$ cat src/rtl/memu_dbus_ctrl_if.sv
// Request/response data-bus bundle between the memory-stage controller and the memory.
interface memu_dbus_ctrl_if;
  logic        dbus_req;
  logic        dbus_we;
  logic [63:0] dbus_addr;
  logic [63:0] dbus_wdata;
  logic [7:0]  dbus_wstrb;
  logic        dbus_ready;
  logic        dbus_rvalid;
  logic [63:0] dbus_rdata;

  modport master (
    output dbus_req, dbus_we, dbus_addr, dbus_wdata, dbus_wstrb,
    input  dbus_ready, dbus_rvalid, dbus_rdata
  );

  modport slave (
    input  dbus_req, dbus_we, dbus_addr, dbus_wdata, dbus_wstrb,
    output dbus_ready, dbus_rvalid, dbus_rdata
  );
endinterface

$ cat src/rtl/memu_dbus_ctrl.sv
// Memory-stage responder: runs one load/store on the data bus per memu_valid request,
// aligns/extends load data, builds store strobes, and pulses memu_finish when done.
module memu_dbus_ctrl #(
  parameter int unsigned TIMEOUT = 255
) (
  input  logic        clk,
  input  logic        rst,
  input  logic        memu_valid,
  input  logic        DMre,
  input  logic        DMwe,
  input  logic [2:0]  funct3,
  input  logic [63:0] addr,
  input  logic [63:0] wdata,
  output logic        memu_finish,
  output logic [63:0] memu_rdata,
  output logic        memu_err,
  memu_dbus_ctrl_if.master dbus
);

  localparam int unsigned CW = (TIMEOUT < 2) ? 1 : $clog2(TIMEOUT);
  localparam logic [CW-1:0] TLAST = CW'(TIMEOUT - 1);

  typedef enum logic [1:0] {IDLE, REQ, WAIT_R, DONE} state_t;

  state_t      state, state_n;
  logic [CW-1:0] cnt, cnt_n;
  logic [2:0]  f3_q, f3_n;
  logic [2:0]  off_q, off_n;
  logic        finish_n, err_n;
  logic [63:0] rdata_n;
  logic        req_q, req_n;
  logic        we_q, we_n;
  logic [63:0] baddr_q, baddr_n;
  logic [63:0] bwdata_q, bwdata_n;
  logic [7:0]  bstrb_q, bstrb_n;
  logic        misaligned;
  logic [7:0]  strb;

  function automatic logic [63:0] load_ext(input logic [2:0] f3, input logic [63:0] sh);
    case (f3)
      3'b000:  return {{56{sh[7]}}, sh[7:0]};
      3'b001:  return {{48{sh[15]}}, sh[15:0]};
      3'b010:  return {{32{sh[31]}}, sh[31:0]};
      3'b100:  return {56'd0, sh[7:0]};
      3'b101:  return {48'd0, sh[15:0]};
      3'b110:  return {32'd0, sh[31:0]};
      default: return sh;
    endcase
  endfunction

  always_comb begin
    misaligned = 1'b0;
    strb       = 8'hFF;
    case (funct3[1:0])
      2'b00: strb = 8'h01 << addr[2:0];
      2'b01: begin misaligned = addr[0];         strb = 8'h03 << addr[2:0]; end
      2'b10: begin misaligned = |addr[1:0];      strb = 8'h0F << addr[2:0]; end
      default: misaligned = |addr[2:0];
    endcase
  end

  always_comb begin
    state_n  = state;
    cnt_n    = cnt;
    f3_n     = f3_q;
    off_n    = off_q;
    finish_n = 1'b0;
    err_n    = 1'b0;
    rdata_n  = memu_rdata;
    req_n    = req_q;
    we_n     = we_q;
    baddr_n  = baddr_q;
    bwdata_n = bwdata_q;
    bstrb_n  = bstrb_q;
    case (state)
      IDLE: begin
        if (memu_valid) begin
          rdata_n = '0;
          if (!DMre && !DMwe) begin
            state_n  = DONE;
            finish_n = 1'b1;
          end else if (misaligned) begin
            state_n  = DONE;
            finish_n = 1'b1;
            err_n    = 1'b1;
          end else begin
            state_n  = REQ;
            cnt_n    = '0;
            req_n    = 1'b1;
            we_n     = DMwe;
            f3_n     = funct3;
            off_n    = addr[2:0];
            baddr_n  = {addr[63:3], 3'b000};
            bwdata_n = wdata << {addr[2:0], 3'b000};
            bstrb_n  = DMwe ? strb : 8'h00;
          end
        end
      end
      REQ: begin
        cnt_n = cnt + 1'b1;
        // Timeout takes priority over a ready arriving in the same cycle.
        if (cnt == TLAST) begin
          state_n  = DONE;
          req_n    = 1'b0;
          finish_n = 1'b1;
          err_n    = 1'b1;
          rdata_n  = '0;
        end else if (dbus.dbus_ready) begin
          req_n = 1'b0;
          if (we_q) begin
            state_n  = DONE;
            finish_n = 1'b1;
          end else begin
            state_n = WAIT_R;
            cnt_n   = '0;
          end
        end
      end
      WAIT_R: begin
        cnt_n = cnt + 1'b1;
        if (cnt == TLAST) begin
          state_n  = DONE;
          finish_n = 1'b1;
          err_n    = 1'b1;
          rdata_n  = '0;
        end else if (dbus.dbus_rvalid) begin
          state_n  = DONE;
          finish_n = 1'b1;
          rdata_n  = load_ext(f3_q, dbus.dbus_rdata >> {off_q, 3'b000});
        end
      end
      default: state_n = IDLE;
    endcase
  end

  always_ff @(posedge clk) begin
    if (!rst) begin
      state       <= IDLE;
      cnt         <= '0;
      f3_q        <= '0;
      off_q       <= '0;
      memu_finish <= 1'b0;
      memu_err    <= 1'b0;
      memu_rdata  <= '0;
      req_q       <= 1'b0;
      we_q        <= 1'b0;
      baddr_q     <= '0;
      bwdata_q    <= '0;
      bstrb_q     <= '0;
    end else begin
      state       <= state_n;
      cnt         <= cnt_n;
      f3_q        <= f3_n;
      off_q       <= off_n;
      memu_finish <= finish_n;
      memu_err    <= err_n;
      memu_rdata  <= rdata_n;
      req_q       <= req_n;
      we_q        <= we_n;
      baddr_q     <= baddr_n;
      bwdata_q    <= bwdata_n;
      bstrb_q     <= bstrb_n;
    end
  end

  assign dbus.dbus_req   = req_q;
  assign dbus.dbus_we    = we_q;
  assign dbus.dbus_addr  = baddr_q;
  assign dbus.dbus_wdata = bwdata_q;
  assign dbus.dbus_wstrb = bstrb_q;

endmodule

$ cat src/flat_wrapper.sv
// flat-port wrapper written by rule: the top's interface ports become plain ports
module memu_dbus_ctrl_flat 
#(
  parameter int unsigned TIMEOUT = 255
)
  (clk, rst, memu_valid, DMre, DMwe, funct3, addr, wdata, memu_finish, memu_rdata, memu_err, dbus_dbus_req, dbus_dbus_we, dbus_dbus_addr, dbus_dbus_wdata, dbus_dbus_wstrb, dbus_dbus_ready, dbus_dbus_rvalid, dbus_dbus_rdata);
  memu_dbus_ctrl_if dbus_i ();
  input  logic clk;
  input  logic rst;
  input  logic memu_valid;
  input  logic DMre;
  input  logic DMwe;
  input  logic [2:0] funct3;
  input  logic [63:0] addr;
  input  logic [63:0] wdata;
  output logic memu_finish;
  output logic [63:0] memu_rdata;
  output logic memu_err;
  output wire logic [$bits(dbus_i.dbus_req)-1:0] dbus_dbus_req;
  output wire logic [$bits(dbus_i.dbus_we)-1:0] dbus_dbus_we;
  output wire logic [$bits(dbus_i.dbus_addr)-1:0] dbus_dbus_addr;
  output wire logic [$bits(dbus_i.dbus_wdata)-1:0] dbus_dbus_wdata;
  output wire logic [$bits(dbus_i.dbus_wstrb)-1:0] dbus_dbus_wstrb;
  input wire logic [$bits(dbus_i.dbus_ready)-1:0] dbus_dbus_ready;
  input wire logic [$bits(dbus_i.dbus_rvalid)-1:0] dbus_dbus_rvalid;
  input wire logic [$bits(dbus_i.dbus_rdata)-1:0] dbus_dbus_rdata;
  assign dbus_dbus_req = dbus_i.dbus_req;
  assign dbus_dbus_we = dbus_i.dbus_we;
  assign dbus_dbus_addr = dbus_i.dbus_addr;
  assign dbus_dbus_wdata = dbus_i.dbus_wdata;
  assign dbus_dbus_wstrb = dbus_i.dbus_wstrb;
  assign dbus_i.dbus_ready = dbus_dbus_ready;
  assign dbus_i.dbus_rvalid = dbus_dbus_rvalid;
  assign dbus_i.dbus_rdata = dbus_dbus_rdata;
  memu_dbus_ctrl #(.TIMEOUT(TIMEOUT)) u_core (.clk(clk), .rst(rst), .memu_valid(memu_valid), .DMre(DMre), .DMwe(DMwe), .funct3(funct3), .addr(addr), .wdata(wdata), .memu_finish(memu_finish), .memu_rdata(memu_rdata), .memu_err(memu_err), .dbus(dbus_i));
endmodule
$ cat config.mk
export PLATFORM = sky130hd
export DESIGN_NAME = memu_dbus_ctrl_flat
export DESIGN_NICKNAME = d
export VERILOG_FILES = /design/src/rtl/memu_dbus_ctrl_if.sv /design/src/rtl/memu_dbus_ctrl.sv /design/src/flat_wrapper.sv
export SDC_FILE = /design/constraint.sdc
export NUM_CORES = 1
export LEC_CHECK = 0
export BUFFER_PORTS_ARGS = -buffer_cell sky130_fd_sc_hd__buf_4
export CORE_AREA = 2 2 159 161
export DETAILED_ROUTE_END_ITERATION = 8
export DIE_AREA = 0 0 161 163
export PLACE_DENSITY_LB_ADDON = 0.25
export SKIP_CTS_REPAIR_TIMING = 1
export SLEW_MARGIN = 0
export SYNTH_ARGS = -nofsm -noshare
export SYNTH_HDL_FRONTEND = slang
export SYNTH_SLANG_ARGS = --single-unit
$ cat constraint.sdc
create_clock -name clk -period 3.1 [get_ports clk]
set_input_delay 0.31 -clock clk [delete_from_list [all_inputs] [get_ports clk]]
set_output_delay 0.31 -clock clk [all_outputs]
set_load 0.02 [all_outputs]
==> results of run 1 <==
[per-layer routing]
layer | GRT usage, % | vias to the layer above | wire length [um]
met4 | 10.5 | 0 | 1410
met2 | 48.0 | 516 | 19000
li1 | - | 5436 | -
met3 | 7.13 | 84 | 3470
met1 | 35.7 | 5505 | 15800
met5 | 0 | - | 0
[layout make-up]
| class | instances | area (sq um) | area share [%] |
|---|---|---|---|
| clock buffers | 38 | 734 | 4.78 |
| clock inverters | 2 | 10.0 | 0.0651 |
| inverters | 14 | 55.1 | 0.358 |
| multi-input cells | 959 | 6510 | 42.3 |
| flip-flops and latches | 217 | 4350 | 28.3 |
| well taps | 330 | 413 | 2.68 |
| repair buffers | 431 | 3310 | 21.5 |
[sequential cells by signal, indices dropped and copies added (netlist names)]
| register | flops |
|---|---|
| u_core.memu_rdata | 64 |
| u_core.memu_err | 1 |
| u_core.cnt | 8 |
| u_core.state | 2 |
| u_core.dbus.dbus_req | 1 |
| u_core.f3_q | 3 |
| u_core.dbus.dbus_wdata | 64 |
| u_core.dbus.dbus_we | 1 |
| u_core.dbus.dbus_addr | 61 |
| u_core.off_q | 3 |
| u_core.dbus.dbus_wstrb | 8 |
| u_core.memu_finish | 1 |
[cell usage in the layout, fill, tap and decap left out, drive strengths merged, types with 9 or more instances in the layout]
| cell type | Yosys | final |
|---|---|---|
| a21oi | 156 | 156 |
| o2bb2ai | 32 | 32 |
| dfxtp | 217 | 217 |
| mux2i | 64 | 64 |
| a311oi | 14 | 14 |
| nand3 | 36 | 36 |
| and3 | 13 | 13 |
| a22oi | 15 | 15 |
| o21ai | 40 | 40 |
| a221o | 23 | 23 |
| clkbuf | 97 | 38 |
| o22ai | 11 | 11 |
| mux2 | 27 | 27 |
| nor2b | 10 | 10 |
| o311ai | 9 | 9 |
| a2bb2oi | 12 | 12 |
| o211ai | 10 | 10 |
| buf | 27 | 431 |
| mux4 | 46 | 46 |
| nor2 | 101 | 101 |
| ha | 10 | 10 |
| nand2 | 252 | 252 |
| inv | 14 | 14 |
[per-stage QoR]
| step | utilization [%] | hold WS [ps] | std cells |
|---|---|---|---|
| 2_1_floorplan | - | 446 | 1314 |
| 3_3_place_gp | 59.3 | 441 | 1951 |
| 3_5_place_dp | 59.3 | 445 | 1951 |
| 4_1_cts | 62.3 | 20.5 | 1991 |
| 5_1_grt | 62.3 | 29.6 | 1991 |
| 6_report | 62.3 | 41.4 | 1991 |
[cells by family after synthesis]
group	count (synthesis)	share of synthesized area (%)
adder cells (fa/ha/maj)	10	1.10
other	1	0.0329
flip-flops	217	38.1
buffers and inverters	138	5.03
AND/OR/NAND/NOR	442	16.3
multiplexers	137	17.4
AO/OA/AOI/OAI	367	22.0
[worst max-delay path by stage]
| stage | startpoint | endpoint | depth (start not counted) |
|---|---|---|---|
| after global routing | u_core.state[0]$_SDFFE_PN0P_ | u_core.memu_rdata[42]$_SDFFE_PN0P_ | 7 |
| after floorplan | u_core.state[0]$_SDFFE_PN0P_ | u_core.memu_rdata[53]$_SDFFE_PN0P_ | 9 |
| final | u_core.state[0]$_SDFFE_PN0P_ | u_core.memu_rdata[11]$_SDFFE_PN0P_ | 7 |
| after CTS | u_core.state[0]$_SDFFE_PN0P_ | u_core.memu_rdata[11]$_SDFFE_PN0P_ | 7 |
| after detailed placement | u_core.state[0]$_SDFFE_PN0P_ | u_core.memu_rdata[13]$_SDFFE_PN0P_ | 7 |
| after global placement | u_core.state[0]$_SDFFE_PN0P_ | u_core.memu_rdata[44]$_SDFFE_PN0P_ | 7 |
[report_power, final]
part | leakage [uW] | switching (uW) | internal, uW
Combinational | 0.00427 | 1610 | 1120
Sequential | 0.00176 | 165 | 3030
Clock | 0.000367 | 1130 | 1610
Total | 0.00640 | 2900 | 5760
[critical path, delay by kind of cell (launching register included)]
family / cells / cell delay [ps]
adder cells (fa/ha/maj): 1 / 330
AND/OR/NAND/NOR: 4 / 1590
buffers and inverters: 1 / 80
flip-flops: 1 / 380
AO/OA/AOI/OAI: 1 / 250
==> flow_metrics.tcl, run 1 <==
set metrics [dict create \
    rr_startpoint "u_core.state[0]$_SDFFE_PN0P_" \
    dp_hpwl_um 29500 \
    clock_path_buffers 3 \
    synth-seq-area-share_pct 38.1 \
    drive_above_1_share_pct 33.7 \
    grt_pass1_wl_um 60300 \
    crit_path_max_fanout 9 \
    worstSkewPairLatency_ps 510 \
    synth.avg_cell_area_sq_um 8.68 \
    die_width_um 161 \
    num-fill-cells 2168 \
    grt_max_degree 78 \
    drc 0 \
    wire_per_inst_um 19.9 \
    viasPerCell 5.80 \
    max-vdd-ir-drop_mv 0.478 \
    dpl_cell_area_sq_um 14600 \
    worstSetupStartpointType "flip-flop" \
    holdPathEnd "u_core.dbus.dbus_addr[61]$_SDFFE_PN0P_" \
    final_area_sq_um 15400 \
    async_flop_share_pct 0 \
    ys_warn_count 0 \
    grt_use_total_pct 28.6 \
    place_ws_ps 506 \
    synth_area_leader_cell "dfxtp_1" \
    skew_ps 9.70 \
    max_freq_mhz 372 \
    gp_congestion 0.958 \
    synth_commonest_cells "nand2_1, dfxtp_1, a21oi_1" \
    final_antenna_net_count 0 \
    ctsRootBufferMaster "clkbuf_16" \
    min_period_over_period_pct 86.7 \
    worst-slew-pin-transition_ps 1030 \
    area_growth_pct 35.0 \
    num_rows 58 \
    rsz0062_at_grt "no" \
    crit_required_ps 3550 \
    synth_ff_type "dfxtp_1" \
    antenna_found_initial 0 \
    power_density_nw_per_um2 563 \
    grt_pass1_vias 10964 \
    finalHoldViolations 0 \
    drt_wl_total_um 39600 \
    htreeDepth 1 \
    fin_ws_ps 413 \
    cts_sinks 217 \
    netlist-cell-type-count 61 \
    firstDrtPassIters 5 \
    antenna_cells 0 \
    yosysTopAreaCellShare_pct 38.1 \
    status "complete, no violations" \
    synth-edff-count 0 \
    syn_inst 1312 \
    cap_violations 0 \
    clk_pin_slew_ps 70 \
    io_buffers 402 \
    io-pin-count 406 \
    worstPathArrival_ps 3140 \
    p_leak_uw 0.00640 \
    initial_core_util_pct 46.2 \
    critical_path_class "reg -> reg" \
    tritoncts "built" \
    synth_area_leaders "dfxtp_1, mux4_2, nand2_1" \
    first_iter_violations 995 \
    reg2regPathDepth 7 \
    slew_headroom_pct 30.8 \
    finalCriticalPeriod_ps 2690 \
    synth.most_common_cell "nand2_1" \
    rrSetupSlack_ps 410 \
    numCtsBuffers 24 \
    vias 11541 \
    power.total_uw 8670 \
    coreArea_sq_um 24700 \
    min_from "addr[61]" \
    crit_path_top_delay_cell "nor4_1" \
    cp-end-kind "flip-flop" \
    ys_ff_latch 217 \
    hp-class "in -> reg" \
    setup_tns_ps 0 \
    hold_depth 3 \
    finalNetCount 1859 \
    design.die.area_sq_um 26200 \
    finalSetupViolCount 0 \
    fp.dieH_um 163 \
    crit_path_cell_trace "inv_1, ha_1, nor2b_1, nor4_1, nand3_1, nor2_1, a221o_1" \
    grt_remaining_overflow 0 \
    finalMaxSlewViolations 0 \
    r2r_end "u_core.memu_rdata[11]$_SDFFE_PN0P_" \
    critPathMaxStageDelay_ps 540 \
    netlist_area_sq_um 11400 \
]
(Power assumes the default switching activity.)
==> inputs of run 2 (changes only) <==
--- a/config.mk
+++ b/config.mk
@@ -5,10 +5,9 @@
 export SDC_FILE = /design/constraint.sdc
 export NUM_CORES = 1
 export LEC_CHECK = 0
-export BUFFER_PORTS_ARGS = -buffer_cell sky130_fd_sc_hd__buf_4
-export CORE_AREA = 2 2 159 161
+export BUFFER_PORTS_ARGS = -buffer_cell sky130_fd_sc_hd__buf_2
+export CORE_UTILIZATION = 45
 export DETAILED_ROUTE_END_ITERATION = 8
-export DIE_AREA = 0 0 161 163
 export PLACE_DENSITY_LB_ADDON = 0.25
 export SKIP_CTS_REPAIR_TIMING = 1
 export SLEW_MARGIN = 0
==> flow_metrics.tcl, run 2 (synthesis results as in run 1) <==
set metrics [dict create \
    initial_core_util_pct 46.3 \
    finalHoldViolations 0 \
    status "complete, no violations" \
    io-pin-count 406 \
    htreeDepth 1 \
    firstDrtPassIters 5 \
    cts_sinks 217 \
    worstSkewPairLatency_ps 540 \
    numCtsBuffers 25 \
    gp_congestion 0.963 \
    finalCriticalPeriod_ps 2580 \
    wire_per_inst_um 19.5 \
    grt_pass1_wl_um 59700 \
    min_period_over_period_pct 83.3 \
    finalNetCount 1872 \
    highest_layer "met5" \
    multi_input_area_sq_um 6510 \
    grt_max_degree 96 \
    power_frac_clock_pct 34.3 \
    switching_share_pct 34.1 \
    rsz0062_at_grt "no" \
    fp.dieH_um 161 \
    viasPerCell 5.76 \
    slew_headroom_pct 24.7 \
    crit_required_ps 3560 \
    antenna_found_initial 4 \
    worstPathArrival_ps 3040 \
    drc 0 \
    dp_hpwl_um 28800 \
    finalSetupViolCount 0 \
    grt_pass1_vias 10562 \
    clk_pin_slew_ps 60 \
    critPathMaxStageDelay_ps 510 \
    setup_tns_ps 0 \
    finalMaxSlewViolations 0 \
    drt-met1-wl_um 15700 \
    io_buffers 402 \
    final_util_pct 59.1 \
    final_common_cell "buf_2" \
    combPwrFrac_pct 29.1 \
    max_freq_mhz 387 \
    power_density_nw_per_um2 599 \
    design.die.area_sq_um 26000 \
    p_int_uw 5740 \
    met3_length_um 3110 \
    crit_path_max_fanout 9 \
    critical_path_class "reg -> reg" \
    area_growth_pct 27.5 \
    num-fill-cells 2241 \
    switching_power_uw 2970 \
    seq_area_sq_um 4350 \
    vias 11538 \
    fin_ws_ps 518 \
    worst-slew-pin-transition_ps 1120 \
    p_leak_uw 0.00634 \
    first_iter_violations 1277 \
    hp-class "in -> reg" \
    power.total_uw 8710 \
    grt_remaining_overflow 0 \
    power_frac_seq_pct 36.6 \
    hold_slack_ps 8.74 \
    coreArea_sq_um 24600 \
    cp-end-kind "flip-flop" \
    most-common-layout-cells "buf_2, nand2_1, dfxtp_1, a21oi_1, nor2_1" \
    worstSetupStartpointType "flip-flop" \
    cap_violations 0 \
    ctsRootBufferMaster "clkbuf_16" \
    grt_use_total_pct 28.8 \
    skew_ps 24.2 \
    final_antenna_net_count 0 \
    wl_met2_um 19000 \
    drive_above_1_share_pct 34.6 \
    num_rows 57 \
    crit_path_cell_trace "inv_1, ha_1, nor2b_1, nor4_1, nand3_1, nor2_1, a221o_1" \
    die_width_um 161 \
    place_ws_ps 612 \
    tritoncts "built" \
    clock_path_buffers 3 \
    crit_path_top_delay_cell "nor2_1" \
    drt_wl_total_um 39100 \
    max-vdd-ir-drop_mv 0.399 \
]
-- run 2: cell types whose count changed in the layout (fill, tap and decap cells not counted), moves of 2 or more --
cell,before,now
clkinv_4,0,2
buf_12,6,4
clkinv_2,2,7
dlygate4sd3_1,0,2
clkbuf_1,7,1
bufinv_16,0,2
buf_2,0,401
diode_2,0,3
buf_4,425,36
-- run 2: final timing paths --
kind	start	end	slack (ps)	cells after the start
worst max-delay path	u_core.state[0]$_SDFFE_PN0P_	u_core.memu_rdata[13]$_SDFFE_PN0P_	520	7
worst max register to register	u_core.state[0]$_SDFFE_PN0P_	u_core.memu_rdata[13]$_SDFFE_PN0P_	520	7
worst min register to register	u_core.dbus.dbus_wdata[25]$_SDFFE_PN0P_	u_core.dbus.dbus_wdata[25]$_SDFFE_PN0P_	450	2
worst min-delay path	addr[34]	u_core.dbus.dbus_addr[34]$_SDFFE_PN0P_	9	3
-- run 2: cell type report --
cell class,count,share of cell area [%]
clock inverter,13,0.887
sequential,217,29.9
clock buffer,31,4.80
multi-input combinational,959,44.8
tap,324,2.79
antenna,3,0.0517
inverter,14,0.379
timing repair buffer,443,16.4
-- run 2: power by group through the flow --
| stage | clock (uW) | sequential (uW) | combinational [uW] |
|---|---|---|---|
| 3_3_place_gp | 0 | 3240 | 2480 |
| 3_5_place_dp | 0 | 3240 | 2510 |
| 5_1_grt | 3140 | 3220 | 2730 |
| 6_report | 2990 | 3190 | 2530 |
| 2_1_floorplan | 0 | 3480 | 1360 |
| 4_1_cts | 3040 | 3190 | 2510 |
-- run 2: metrics by stage --
stage / std cells / cell area (sq um)
finish: 2004 / 14500
global route: 2003 / 14500
detailed placement: 1955 / 13700
CTS: 1999 / 14500
floorplan: 1314 / 11400
global placement: 1955 / 13700
-- run 2: worst max-delay path, delay by kind of cell, from the launching register on --
kind	cells	cell delay, ps
AND/OR/NAND/NOR	4	1460
flip-flops	1	370
adder cells (fa/ha/maj)	1	340
AO/OA/AOI/OAI	1	260
buffers and inverters	1	80
-- run 2: layer usage --
metal	GRT usage (%)	vias to the layer above
li1	-	5451
met1	36.7	5458
met2	48.2	546
met3	5.91	81
met4	10.5	2
met5	0	-
